==> src/rtl/branch_predictor_pkg.sv <==
// Shared predictor definitions: 2-bit counter encodings, reset value and saturating update.
package branch_predictor_pkg;

  typedef enum logic [1:0] {
    CTR_SNT = 2'b00,
    CTR_WNT = 2'b01,
    CTR_WT  = 2'b10,
    CTR_ST  = 2'b11
  } ctr_e;

  localparam ctr_e CTR_RST = CTR_WNT;

  function automatic ctr_e ctr_next(input ctr_e c, input logic taken);
    ctr_e n;
    n = c;
    if (taken) begin
      if (c != CTR_ST) n = ctr_e'(c + 2'd1);
    end else begin
      if (c != CTR_SNT) n = ctr_e'(c - 2'd1);
    end
    return n;
  endfunction

endpackage

==> src/rtl/branch_predictor_btb.sv <==
// bp_btb: direct-mapped valid/tag/target store; one combinational lookup port,
// one synchronous write port (with its own tag compare), async clear on rst.
module bp_btb #(
  parameter int unsigned AW    = 16,
  parameter int unsigned IDX_W = 4,
  parameter int unsigned TW    = AW - IDX_W - 2
) (
  input  logic             clk,
  input  logic             rst,
  input  logic [IDX_W-1:0] rd_idx_i,
  input  logic [TW-1:0]    rd_tag_i,
  output logic             rd_hit_o,
  output logic [AW-1:0]    rd_target_o,
  input  logic             wr_en_i,
  input  logic [IDX_W-1:0] wr_idx_i,
  input  logic [TW-1:0]    wr_tag_i,
  input  logic             wr_target_en_i,
  input  logic [AW-1:0]    wr_target_i,
  output logic             wr_hit_o
);

  localparam int unsigned DEPTH = 1 << IDX_W;

  logic [DEPTH-1:0] valid_q;
  logic [TW-1:0]    tag_q [DEPTH];
  logic [AW-1:0]    tgt_q [DEPTH];

  assign rd_hit_o    = valid_q[rd_idx_i] && (tag_q[rd_idx_i] == rd_tag_i);
  assign rd_target_o = tgt_q[rd_idx_i];
  assign wr_hit_o    = valid_q[wr_idx_i] && (tag_q[wr_idx_i] == wr_tag_i);

  // Valid/tag rewrite on a hit stores identical values, so allocate and hit share one path.
  always_ff @(posedge clk or posedge rst) begin
    if (rst) begin
      valid_q <= '0;
      for (int unsigned i = 0; i < DEPTH; i++) begin
        tag_q[i] <= '0;
        tgt_q[i] <= '0;
      end
    end else if (wr_en_i) begin
      valid_q[wr_idx_i] <= 1'b1;
      tag_q[wr_idx_i]   <= wr_tag_i;
      if (wr_target_en_i) tgt_q[wr_idx_i] <= wr_target_i;
    end
  end

endmodule

==> src/rtl/branch_predictor.sv <==
// IF-stage dynamic branch predictor: BTB plus 2-bit counters, trained from EXE.
// Define BP_GSHARE_EN to move counters into a GHR-xor-indexed pattern table.
module branch_predictor
  import branch_predictor_pkg::*;
#(
  parameter int unsigned memAddrWidth = 16,
  parameter int unsigned IDX_W        = 4
) (
  input  logic                    clk,
  input  logic                    rst,
  input  logic [memAddrWidth-1:0] IF_pc,
  output logic                    BP_taken,
  output logic [memAddrWidth-1:0] BP_target_pc,
  input  logic                    E_En,
  input  logic                    E_Branch_taken,
  input  logic [memAddrWidth-1:0] EXE_pc,
  input  logic [memAddrWidth-1:0] EXE_target_pc,
  input  logic                    Stall_MA
);

  localparam int unsigned TW    = memAddrWidth - IDX_W - 2;
  localparam int unsigned DEPTH = 1 << IDX_W;

  logic [IDX_W-1:0]        if_idx, ex_idx, rd_ctr_idx, wr_ctr_idx;
  logic [TW-1:0]           if_tag, ex_tag;
  logic                    upd_en, if_hit, ex_hit;
  logic [memAddrWidth-1:0] btb_target;
  ctr_e                    ctr_q [DEPTH];
  ctr_e                    ctr_rd, ctr_wr;
  logic                    unused_pc_lsbs;

  assign if_idx         = IF_pc[IDX_W+1:2];
  assign if_tag         = IF_pc[memAddrWidth-1:IDX_W+2];
  assign ex_idx         = EXE_pc[IDX_W+1:2];
  assign ex_tag         = EXE_pc[memAddrWidth-1:IDX_W+2];
  assign upd_en         = E_En & ~Stall_MA;
  assign unused_pc_lsbs = ^{IF_pc[1:0], EXE_pc[1:0]};

  bp_btb #(
    .AW    (memAddrWidth),
    .IDX_W (IDX_W),
    .TW    (TW)
  ) u_btb (
    .clk            (clk),
    .rst            (rst),
    .rd_idx_i       (if_idx),
    .rd_tag_i       (if_tag),
    .rd_hit_o       (if_hit),
    .rd_target_o    (btb_target),
    .wr_en_i        (upd_en),
    .wr_idx_i       (ex_idx),
    .wr_tag_i       (ex_tag),
    .wr_target_en_i (~ex_hit | E_Branch_taken),
    .wr_target_i    (EXE_target_pc),
    .wr_hit_o       (ex_hit)
  );

`ifdef BP_GSHARE_EN
  logic [IDX_W-1:0] ghr_q, ghr_d;

  assign rd_ctr_idx = if_idx ^ ghr_q;
  assign wr_ctr_idx = ex_idx ^ ghr_q;
  assign ctr_wr     = ctr_next(ctr_q[wr_ctr_idx], E_Branch_taken);
  assign ghr_d      = {ghr_q[IDX_W-2:0], E_Branch_taken};

  always_ff @(posedge clk or posedge rst) begin
    if (rst)         ghr_q <= '0;
    else if (upd_en) ghr_q <= ghr_d;
  end
`else
  assign rd_ctr_idx = if_idx;
  assign wr_ctr_idx = ex_idx;
  // A miss reallocates the entry, so its counter restarts at the weak state of the outcome.
  assign ctr_wr     = ex_hit ? ctr_next(ctr_q[wr_ctr_idx], E_Branch_taken)
                             : (E_Branch_taken ? CTR_WT : CTR_WNT);
`endif

  always_ff @(posedge clk or posedge rst) begin
    if (rst) begin
      for (int unsigned i = 0; i < DEPTH; i++) ctr_q[i] <= CTR_RST;
    end else if (upd_en) begin
      ctr_q[wr_ctr_idx] <= ctr_wr;
    end
  end

  assign ctr_rd       = ctr_q[rd_ctr_idx];
  assign BP_taken     = if_hit & ctr_rd[1];
  assign BP_target_pc = BP_taken ? btb_target : '0;

endmodule

==> config.mk <==
export PLATFORM = sky130hd
export DESIGN_NAME = branch_predictor
export DESIGN_NICKNAME = d
export VERILOG_FILES = /design/src/rtl/branch_predictor_pkg.sv /design/src/rtl/branch_predictor_btb.sv /design/src/rtl/branch_predictor.sv
export SDC_FILE = /design/constraint.sdc
export NUM_CORES = 1
export LEC_CHECK = 0
export ABC_CLOCK_PERIOD_IN_PS = 21600
export CAP_MARGIN = 20
export CORE_ASPECT_RATIO = 1.4
export CORE_MARGIN = 2
export CORE_UTILIZATION = 55
export DETAILED_ROUTE_END_ITERATION = 12
export PLACE_DENSITY = 0.82
export SKIP_CTS_REPAIR_TIMING = 1
export SYNTH_ARGS = -nofsm -noshare
export SYNTH_HDL_FRONTEND = slang
export SYNTH_SLANG_ARGS = --single-unit
==> constraint.sdc <==
create_clock -name clk -period 21.6 [get_ports clk]
set_input_delay 4.32 -clock clk [delete_from_list [all_inputs] [get_ports clk]]
set_output_delay 4.32 -clock clk [all_outputs]
set_load 0.02 [all_outputs]
==> results.md <==
* Max stage delay on crit path at 0.83 ns
* CP delay by family, top: buffers and inverters
* Placed cells at 2076
* Num CTS Buffers at 47
* Synth Cell Area at 23500 um2
* Total global routing track utilization at 26.3%
* Most common flop cell mapped by yosys: dfrtp_1
* Worst skew pair latency at 0.58 ns
* Critical path cell sequence: buf_4, buf_4, mux4_2, mux4_2, xnor2_1, nand4_1, nor4_4, buf_8, and2_1, clkdlybuf4s50_1
* Type of origin of the critical path: primary input
* P&R area growth vs syn at 9.81%
* Final setup margin at 8.49 ns
* Synthesized instance count at 1565
* Post-synth ARST share at 100%
* Hold Violations, Final at 0
* Non-filler cells, final at 2165
* RSZ-0062 raised after global routing: false
* Synth area leaders: dfrtp_1, mux4_2, mux2_2
* Critical R2R Capture: u_btb.tgt_q[205]
* Initial Util at 55.8%
* Final nets at 1634
* CTS H-tree lvls at 2
* Via-per-instance ratio at 6.48
* Fin util at 61.3%
* Initial antenna violation count at 2
* Most frequent cells in the layout: dfrtp_1, mux2_2, mux4_2
* Synth Net Count at 1618
* IO Count at 70
* Arr. time, crit path at 8.79 ns
* Status: finished clean
* Synth Register Bits at 464
* Core area at 42200 um2
* Post-route design area at 25900 um2
* Max-capacitance violation count at 0
* Yosys top cell area share at 47.6%
* Pwr dens at 92.5 nW/um2
* Fin Setup TNS at 0 ns
* Std-Cell Rows at 89
* PortBufs at 65
* Routed wire length at 56800 um
* Endpoint of the worst hold path: ctr_q[26]
* Critical path depth in cells at 10
* Worst path required time at 17.28 ns
* Fin Clk Skew at 0.0185 ns
* Post-route ant nets at 0
* Pwr Total at 2.39 mW
* Synthesis Warnings at 0
* EDFF count, synth at 0
* Syn Area/Cell at 15.0 um2
* Largest fanout on the critical path at 56
* Placed cell area at 24300 um2
* Die area at 44500 um2
* HPWL after DPL at 32900 um
* Clock buffer depth at 3
* Die width at 179 um
* P_leak at 11.2 nW
* Max Fclk at 76.3 MHz
* Slew margin rel. at 16.2%
* DRT iter0 DRCs at 1175
* Biggest area consumer among synthesized cells: dfrtp_1
* Remaining DRCs at 0
* Clock sinks at 464
* R2R cell count at 9
* Crit end category: output port
* Synth cell types at 61
* Critical Path Slowest Stage Cell: buf_4
* CTS tree: built
* Multi-input gate area at 11100 um2
* Sequential-to-total area share from yosys stat at 49.4%
* Vias in the first global route at 15000
* Die height at 249 um
* Hold wc startpoint: ctr_q[26]
* Pre-antenna DRT Iters at 5
* Slew @ Worst Pin at 1.26 ns
* Vias at 14000
* Largest net degree at the start of global routing at 145
* Slew Limit Fails at 0
* DP Worst Slack at 8.54 ns
* Buf/Inv on CP at 4
* Grt ovf at 0
* Worst min-delay path category: reg -> reg
* Tmin final at 13.11 ns
* R2r setup slk at 18.07 ns
* Fill cell count at 3001
* WS Path Type: in -> out
* Layout cell share with drive strength beyond 1 at 43.1%
* Clk root buf: clkbuf_16
* Placer Congestion at 0.820
* Seq. cell area at 11600 um2
* Reg clk slew, reported paths at 0.06 ns
* Wire length per cell at 26.2 um
* Worst R2R Start: u_btb.tag_q[8]
* Final period utilization at 60.7%
* Most common cell after layout, fill and taps aside: dfrtp_1
* Hold path depth at 2
* Setup violations, final at 0
* Max VDD drop at 0.0702 mV
* First-pass GRT wire length at 88700 um
* WHS at 0.478 ns
-- per-layer routing --
layer / wire (um) / share of wire [%] / vias to the layer above / global-route usage (%)
li1: - / - / 5868 / -
met1: 22700 / 40 / 7433 / 35.7
met5: 14 / 0.025 / - / 0
met2: 27900 / 49 / 561 / 41.8
met4: 2410 / 4.2 / 2 / 10.8
met3: 3730 / 6.6 / 157 / 4.82
-- where the power goes --
group	switching, mW	total [mW]	internal, mW
combinational	0.176	0.457	0.281
clock	0.336	0.786	0.450
sequential	0.106	1.15	1.04
total	0.618	2.39	1.77
-- flip-flops by register name, summed over array words and instances (netlist names) --
name	flops
ctr_q	32
u_btb.tag_q	160
u_btb.tgt_q	256
u_btb.valid_q	16
-- worst register-to-register path: cells and delay by family, from the launching register on --
| family | cells | cell delay (ns) |
|---|---|---|
| compound gates | 3 | 1.26 |
| buf+inv | 1 | 0.26 |
| flops | 1 | 0.39 |
| mux | 2 | 0.89 |
| simple gates | 3 | 0.60 |
-- cell type report --
| cell class | instances | area share, % |
|---|---|---|
| flip-flops and latches | 464 | 45.0 |
| well taps | 546 | 2.64 |
| clock inverters | 9 | 0.271 |
| repair buffers | 96 | 3.59 |
| clock buffers | 77 | 5.38 |
| multi-input cells | 965 | 43.0 |
| diodes | 1 | 0.00968 |
| inverters | 7 | 0.131 |
-- logic make-up (layout without fill, tap and decap cells) --
logic type / after synthesis / after routing / synth area share, %
AOI/OAI and AO/OA: 148 / 148 / 4.87
xor gates and xnor gates: 21 / 21 / 0.781
buffers and inverters: 136 / 189 / 3.43
DFF: 464 / 464 / 49.4
muxes: 579 / 579 / 37.1
other: 0 / 1 / 0
and+or+nand+nor: 217 / 217 / 4.46
-- how the worst max path moves through the flow --
stage                  start              end  slack [ns]
floorplan                rst        ctr_q[11]        4.37
global placement    IF_pc[3]  BP_target_pc[2]        8.00
detailed placement  IF_pc[3]  BP_target_pc[1]        8.54
CTS                 IF_pc[3]  BP_target_pc[1]        8.52
global route        IF_pc[3]  BP_target_pc[1]        8.46
finish              IF_pc[3]  BP_target_pc[1]        8.49
-- Yosys cell counts (all sizes together), types with 16 or more instances --
| master | n |
|---|---|
| dfrtp | 448 |
| mux2 | 364 |
| mux4 | 167 |
| nand2 | 132 |
| clkbuf | 66 |
| buf | 63 |
| o21ai | 54 |
| mux2i | 48 |
| o31ai | 34 |
| a21oi | 19 |
| and2 | 19 |
| xnor2 | 19 |
| nand2b | 18 |
| dfstp | 16 |
Note: power is estimated with default switching activity, not from simulation.
